==> config.mk <==
export PLATFORM = sky130hd
export DESIGN_NAME = uart_tx_io_flat
export DESIGN_NICKNAME = d
export VERILOG_FILES = /design/src/rtl/uart_tx_io_if.sv /design/src/rtl/uart_tx_io.sv /design/src/flat_wrapper.sv
export SDC_FILE = /design/constraint.sdc
export NUM_CORES = 1
export LEC_CHECK = 0
export CAP_MARGIN = 20
export CORE_MARGIN = 2
export CORE_UTILIZATION = 57
export CTS_CLUSTER_DIAMETER = 120
export CTS_CLUSTER_SIZE = 40
export DETAILED_ROUTE_END_ITERATION = 8
export PLACE_DENSITY = 0.92
export SLEW_MARGIN = 5
export SYNTH_ARGS = -nofsm -noshare
export SYNTH_HDL_FRONTEND = slang
export SYNTH_SLANG_ARGS = --single-unit
==> constraint.sdc <==
create_clock -name clock -period 3.1 [get_ports clock]
set_input_delay 0.62 -clock clock [delete_from_list [all_inputs] [get_ports clock]]
set_output_delay 0.62 -clock clock [all_outputs]
set_load 0.005 [all_outputs]
==> src/rtl/uart_tx_io_if.sv <==
// CPU-side IO bus of the UART transmitter.
//   io_write  1-cycle strobe, push io_wdata into the transmit queue
//   io_wdata  byte to send
//   io_read   1-cycle status read strobe (clears the sticky overflow flag)
//   io_rdata  status word {28'b0, overflow, busy, empty, full}
// master = CPU / MemOrIO decoder, slave = uart_tx_io.
interface uart_tx_io_if;
  logic        io_write;
  logic [7:0]  io_wdata;
  logic        io_read;
  logic [31:0] io_rdata;

  modport master (output io_write, output io_wdata, output io_read, input io_rdata);
  modport slave  (input io_write, input io_wdata, input io_read, output io_rdata);
endinterface

==> src/rtl/uart_tx_io.sv <==
// Memory-mapped UART transmitter, 8N1, LSB first.
// Bytes written over the IO bus are queued in a small FIFO and serialized
// on tx; software polls the status word before writing.
// Ports:
//   clock    cpu clock
//   reset    synchronous, active-low
//   bus      uart_tx_io_if.slave (io_write/io_wdata/io_read/io_rdata)
//   tx       serial line, idle high, registered
//   tx_busy  high while a frame is on the line, registered
module uart_tx_io #(
  parameter int unsigned CLKS_PER_BIT = 180,
  parameter int unsigned FIFO_DEPTH   = 8
) (
  input  logic          clock,
  input  logic          reset,
  uart_tx_io_if.slave   bus,
  output logic          tx,
  output logic          tx_busy
);
  localparam int unsigned AW = $clog2(FIFO_DEPTH);
  localparam int unsigned CW = $clog2(FIFO_DEPTH) + 1;
  localparam int unsigned BW = $clog2(CLKS_PER_BIT);

  typedef enum logic [1:0] {S_IDLE, S_START, S_DATA, S_STOP} state_t;

  logic [7:0]    mem [FIFO_DEPTH];
  logic [AW-1:0] wr_ptr, rd_ptr;
  logic [CW-1:0] count;
  logic          full, empty, push, pop, overflow;

  state_t        state;
  logic [BW-1:0] baud_cnt;
  logic [2:0]    bit_idx;
  logic [7:0]    shift;
  logic          baud_last;

  // full is taken before any same-cycle pop, so a write while full is dropped
  // even if IDLE frees a slot on the same edge.
  assign full      = (count == CW'(FIFO_DEPTH));
  assign empty     = (count == '0);
  assign push      = bus.io_write && !full;
  assign pop       = (state == S_IDLE) && !empty;
  assign baud_last = (baud_cnt == BW'(CLKS_PER_BIT - 1));

  assign bus.io_rdata = {28'd0, overflow, tx_busy, empty, full};

  always_ff @(posedge clock) begin
    if (push) mem[wr_ptr] <= bus.io_wdata;
  end

  always_ff @(posedge clock) begin
    if (!reset) begin
      wr_ptr   <= '0;
      rd_ptr   <= '0;
      count    <= '0;
      overflow <= 1'b0;
    end else begin
      if (push) wr_ptr <= wr_ptr + 1'b1;
      if (pop)  rd_ptr <= rd_ptr + 1'b1;
      case ({push, pop})
        2'b10:   count <= count + 1'b1;
        2'b01:   count <= count - 1'b1;
        default: ;
      endcase
      // a dropped write wins over a clearing read in the same cycle
      if (bus.io_write && full) overflow <= 1'b1;
      else if (bus.io_read)     overflow <= 1'b0;
    end
  end

  // tx/tx_busy are registered from the current state, so the line follows
  // the state by one cycle: pop at N+1, start bit on the line after N+2.
  always_ff @(posedge clock) begin
    if (!reset) begin
      state    <= S_IDLE;
      tx       <= 1'b1;
      tx_busy  <= 1'b0;
      baud_cnt <= '0;
      bit_idx  <= '0;
      shift    <= '0;
    end else begin
      case (state)
        S_IDLE: begin
          tx      <= 1'b1;
          tx_busy <= 1'b0;
          if (!empty) begin
            shift    <= mem[rd_ptr];
            baud_cnt <= '0;
            state    <= S_START;
          end
        end
        S_START: begin
          tx      <= 1'b0;
          tx_busy <= 1'b1;
          if (baud_last) begin
            baud_cnt <= '0;
            bit_idx  <= '0;
            state    <= S_DATA;
          end else begin
            baud_cnt <= baud_cnt + 1'b1;
          end
        end
        S_DATA: begin
          tx      <= shift[0];
          tx_busy <= 1'b1;
          if (baud_last) begin
            baud_cnt <= '0;
            shift    <= {1'b0, shift[7:1]};
            if (bit_idx == 3'd7) state <= S_STOP;
            else                 bit_idx <= bit_idx + 1'b1;
          end else begin
            baud_cnt <= baud_cnt + 1'b1;
          end
        end
        S_STOP: begin
          tx      <= 1'b1;
          tx_busy <= 1'b1;
          if (baud_last) begin
            baud_cnt <= '0;
            state    <= S_IDLE;
          end else begin
            baud_cnt <= baud_cnt + 1'b1;
          end
        end
        default: state <= S_IDLE;
      endcase
    end
  end
endmodule

==> src/flat_wrapper.sv <==
// flat-port wrapper written by rule: the top's interface ports become plain ports
module uart_tx_io_flat 
#(
  parameter int unsigned CLKS_PER_BIT = 180,
  parameter int unsigned FIFO_DEPTH   = 8
)
  (clock, reset, tx, tx_busy, bus_io_write, bus_io_wdata, bus_io_read, bus_io_rdata);
  uart_tx_io_if bus_i ();
  input  logic clock;
  input  logic reset;
  output logic tx;
  output logic tx_busy;
  input wire logic [$bits(bus_i.io_write)-1:0] bus_io_write;
  input wire logic [$bits(bus_i.io_wdata)-1:0] bus_io_wdata;
  input wire logic [$bits(bus_i.io_read)-1:0] bus_io_read;
  output wire logic [$bits(bus_i.io_rdata)-1:0] bus_io_rdata;
  assign bus_i.io_write = bus_io_write;
  assign bus_i.io_wdata = bus_io_wdata;
  assign bus_i.io_read = bus_io_read;
  assign bus_io_rdata = bus_i.io_rdata;
  uart_tx_io #(.CLKS_PER_BIT(CLKS_PER_BIT), .FIFO_DEPTH(FIFO_DEPTH)) u_core (.clock(clock), .reset(reset), .bus(bus_i), .tx(tx), .tx_busy(tx_busy));
endmodule
Yosys cells after proc, flatten, opt, wreduce, memory -nomap -nowiden
Memory sizes are Yosys's and may differ from the RTL's. A register that Yosys moved wholly into a read port is not among the register bits.
Index checks and enable logic that the tools add are counted.
Widths: inputs -> output; s select.
{"block": "word_totals", "reg_bits": 34, "ram_bits": 64, "input_bits": 12, "output_inout_bits": 34, "wordCells": 72, "n_memories": 1}
{"block": "classes", "n_addsub": 6, "eq_ne": 14, "n_mux": 25, "n_reduce_logical": 16}
{"memory": "u_core.mem", "depth": 8, "word_bits": 8, "rd": 1, "rd_ports_with_merged_regs": 1, "write_ports": 1, "line": "uart_tx_io.sv:26", "rtl": "logic [7:0] mem [FIFO_DEPTH];"}
{"operator": "$mux 8", "n": 4}
{"operator": "$pmux 8 s2", "n": 2}
{"operator": "$mux 3", "n": 5}
{"operator": "$mux 2", "n": 5}
{"operator": "$add 3x1->3 const B", "n": 3}
{"operator": "$add 8x1->8 const B", "n": 1}
{"operator": "$eq 8x8->1 const B", "n": 1}
{"operator": "$ne 2x1->1 const B", "n": 4}
{"operator": "$pmux 2 s4", "n": 1}
{"operator": "$pmux 4 s2", "n": 1}
{"operator": "$reduce_bool 2->1", "n": 4}
{"operator": "$eq 2x2->1 const B", "n": 3}
{"operator": "$pmux 3 s2", "n": 1}
{"operator": "$reduce_and 5->1", "n": 1}
{"operator": "$add 4x1->4 const B", "n": 1}
{"operator": "$eq 2x1->1 const B", "n": 2}
{"operator": "$eq 4x4->1 const B", "n": 1}
{"operator": "$logic_not 4->1", "n": 1}
{"operator": "$mux 1", "n": 4}
{"operator": "$ne 2x2->1 const B", "n": 2}
{"operator": "$reduce_and 4->1", "n": 1}
{"operator": "$sub 4x1->4 const B", "n": 1}
{"operator": "$eq 3x3->1 const B", "n": 1}
{"operator": "$logic_and 1x1->1", "n": 3}
{"operator": "other kinds (7)", "n": 8}

Depth between registers and ports, before layout
{"block": "depth", "word_depth": 5, "mapped_depth": 12, "ltp_nobuf": 11}

Least setup slack after synthesis
No wires, ideal clock.
{"block": "synth_path", "path_type": "register to register", "from": "register u_core.count[1]", "to": "register u_core.count[2]", "setup_ns": 0.071, "arrival_ns": 2.394, "required_time_ns": 3.029, "path_slack_ns": 0.635, "stages_incl_launch_ff": 11, "path_buffers": 1, "synth_period_minus_slack_ns": 2.465, "path_cell_list": "dfxtp_1 -> buf_6 -> or4b_2 -> nand2_1 -> ha_1 -> xor2_1 -> ha_1 -> a21oi_1 -> xor2_1 -> or3_1 -> a21oi_1"}
{"block": "synth_via", "elab_chain_len": 5, "word_cells_on_any_way": 12, "classes_between": "add/sub (2); eq/ne (3); mux (1); reduce/logical (6)"}
{"item": "start, declared", "line": "uart_tx_io.sv:28", "rtl": "logic [CW-1:0] count;"}
{"item": "start signal, assigned", "line": "uart_tx_io.sv:61", "rtl": "2'b10: count <= count + 1'b1;"}
{"item": "start signal, assigned", "line": "uart_tx_io.sv:62", "rtl": "2'b01: count <= count - 1'b1;"}
{"item": "$eq 4x4->1 or $logic_not 4->1 (tied branches)", "line": "uart_tx_io.sv:39, uart_tx_io.sv:40"}
{"item": "$logic_not 1->1 (on tied branches)", "line": "uart_tx_io.sv:41, uart_tx_io.sv:42"}
{"item": "$logic_and 1x1->1 (on tied branches)", "line": "uart_tx_io.sv:41, uart_tx_io.sv:42"}
{"item": "$eq 2x1->1 or $eq 2x2->1 (tied branches)", "line": "uart_tx_io.sv:60", "rtl": "case ({push, pop})"}
{"item": "$pmux 4 s2 or $reduce_bool 2->1 (tied branches)"}
Several ways; a longest one is shown, not always the timed one.
A chain may end at the register's enable or synchronous reset.

Final worst setup path
{"block": "layout_path", "from": "register u_core.count[0]", "to": "output port bus_io_rdata[0]"}
{"block": "layout_via", "elab_chain_len": 1}
{"item": "$eq 4x4->1", "line": "uart_tx_io.sv:39", "rtl": "assign full = (count == CW'(FIFO_DEPTH));"}
{"item": "end, declared", "line": "flat_wrapper.sv:16", "rtl": "output wire logic [$bits(bus_i.io_rdata)-1:0] bus_io_rdata;"}
Every way passes these cells.

==> out/metrics.cfg <==
[logic_synthesis]
synth-edff-count=64
synth_cells=342
synth_seq_cells=101
synthesis.area_per_instance_sq_um=13.3
synth_compound_area_share_pct=7.54
synth_area_sq_mm=0.00453
synth_top_family_by_area=multiplexers
synthMuxAreaShare_pct=11.0
yosys.cell_types.count=52
async_reset_ff_share_pct=0
yosys_warnings=0
yosys.area_share.simple_pct=9.99
synth_seq_area_share_pct=58.7
synthAdderAreaFrac_pct=3.86
synth_flop_cell=edfxtp_1
synthXorXnorAreaFrac_pct=1.16

[clock_network]
cts_tree=built
clk_pin_slew_ps=110
cts-buffers-inserted=9
htree_levels=3
postCtsSetupBuffers=0
postCtsHoldBufs=0
clock_sink_count=101
cts_resized=0
cts-root-buf=clkbuf_8
worst_skew_pair.late_latency_ps=360
clk_path_buf_depth=2

[grt]
use_met3_pct=4.19
grt_overflow=0
met1_usage_pct=21.9
grt_usage_pct=18.0
grt_pass1_vias=2438
antenna_found_initial=0
use_met2_pct=31.2
grt_pass1_wl_mm=11.8
grt_max_degree=28
top_usage_layer=met2

[pwr]
p_int_mw=2.43
sw_frac_of_total_pct=33.8
clockPowerShare_pct=22.2
leakagePower_nw=1.75
p_per_area_mw_per_mm2=751
irDropWorstVdd_uv=428
p_seq_share_pct=45.8
comb_power_share_pct=32.0
netSwitchingPower_mw=1.24

[floorplan]
ios=46
coreArea_sq_mm=0.00773
die-width_um=93.2
rows=32
dieArea_sq_mm=0.00868
initial_core_util_pct=58.7
dieHeight_um=93.2

[placed_design]
numPortBuffers=17
dpl.cell_count=451
gp_congestion=0.800
hpwl_mm=5.11
post_dp_cell_area_sq_mm=0.00469
detailedPlace.worstSlack_ps=381

[sta]
maxSlewHeadroom_pct=49.0
worstMarginPinSlew_ps=765
period_minus_slack_ps=2730
holdWs_ps=475
setup_violations=0
fmax_ghz=0.367
slew_violations=0
tns_ps=0
setup_slack_ps=375
min_period_over_period_pct=87.9
rsz0062_at_grt=no
skew_ps=9.49
hold_violations=0

[routing]
drt_iter0_drc=116
drc_errors=0
drtPass1Iterations=4
routed_wirelength_mm=7.31
vias=2632
ant_nets=0
avgRoutedWirePerCell_um=15.7
avgViaCountPerCell=5.64

[final_layout]
mostFrequentLayoutCell=edfxtp_1
drive_gt1_share_pct=14.5
n_antenna_cell=0
fin_nets=386
layout_common_cells=edfxtp_1, dfxtp_1, conb_1, nor2_1, nand2_1
fill_cells=553
finalInstanceArea_sq_mm=0.00489
area_growth_pct=7.95
stdcell_count=467

[setup_path]
crit_path_max_fanout=6
worstPathRequired_ps=2480
end_kind=output port
rrSetupSlack_ps=410
path_class=register to output port
arrival_ps=2110
cp-start-kind=register

[flow_run]
drv_cap=0

[hold_path]
hold_path.class=register to register

[run_status]
status=finished, final reports clean

-- power groups by stage --
stage	clock (mW)	sequential, mW	combinational [mW]
finish	0.814	1.68	1.18
global route	0.883	1.70	1.31
CTS	0.833	1.68	1.18
detailed placement	0	1.71	1.18
floorplan	0	1.67	0.999
global placement	0	1.70	1.13
-- stage by stage --
step	power, mW	utilization, %
6_report	3.67	63.3
5_1_grt	3.89	63.3
4_1_cts	3.70	63.3
3_5_place_dp	2.89	60.7
3_3_place_gp	2.83	60.7
2_1_floorplan	2.67	-
-- cell type report --
cell class	count	area [sq um]	area share, %
Sequential cell	101	2660	54.4
Multi-Input combinational cell	214	1630	33.3
Timing Repair Buffer	27	245	5.01
Tap cell	102	128	2.61
Clock buffer	9	124	2.53
Clock inverter	7	78.8	1.61
Inverter	7	27.5	0.563
-- critical path, cell delays in order (launching register included) --
cell and delay, ps:
dfxtp_1 380, or4b_2 760, inv_1 110, clkdlybuf4s50_1 500
-- Yosys cell counts, drive strengths merged (6+ instances only) --
| cell type | n | area (sq um) |
|---|---|---|
| nand2 | 20 | 75.1 |
| a21oi | 12 | 63.8 |
| buf | 37 | 279 |
| nor2 | 23 | 86.3 |
| a22o | 7 | 61.3 |
| nand3 | 9 | 45.0 |
| xor2 | 6 | 52.6 |
| mux4 | 16 | 360 |
| mux2i | 14 | 140 |
| o21ai | 16 | 80.1 |
| dfxtp | 37 | 741 |
| inv | 6 | 22.5 |
| edfxtp | 64 | 1920 |
| clkbuf | 10 | 37.5 |
| ha | 14 | 175 |
-- flip-flops by register name, indices dropped and copies added, names as in the netlist, named ones only --
signal           flops
u_core.rd_ptr        3
u_core.state         2
u_core.baud_cnt      8
u_core.shift         8
u_core.mem          64
u_core.overflow      1
u_core.tx            1
u_core.tx_busy       1
u_core.count         4
u_core.wr_ptr        3
u_core.bit_idx       3
-- layer usage --
metal / vias up / wire length [um]
met3: 13 / 339
met5: - / 0
met2: 89 / 3860
li1: 1242 / -
met1: 1288 / 3010
met4: 0 / 102
-- logic make-up (layout without fill, tap and decap cells) --
| group | Yosys count | after routing |
|---|---|---|
| compound gates | 51 | 51 |
| xor+xnor | 6 | 6 |
| fa+ha+maj | 14 | 14 |
| buf+inv | 54 | 50 |
| flops | 101 | 101 |
| mux | 30 | 30 |
| other cells | 1 | 28 |
| simple gates | 85 | 85 |
-- worst paths after layout --
check | start | end | cells after the start
worst max-delay path | u_core.count[0] | bus_io_rdata[0] | 3
worst min-delay path | u_core.shift[7] | u_core.shift[7] | 1
worst max register to register | u_core.count[0] | u_core.count[2] | 9
worst min register to register | u_core.shift[7] | u_core.shift[7] | 1
(Power assumes the default switching activity.)
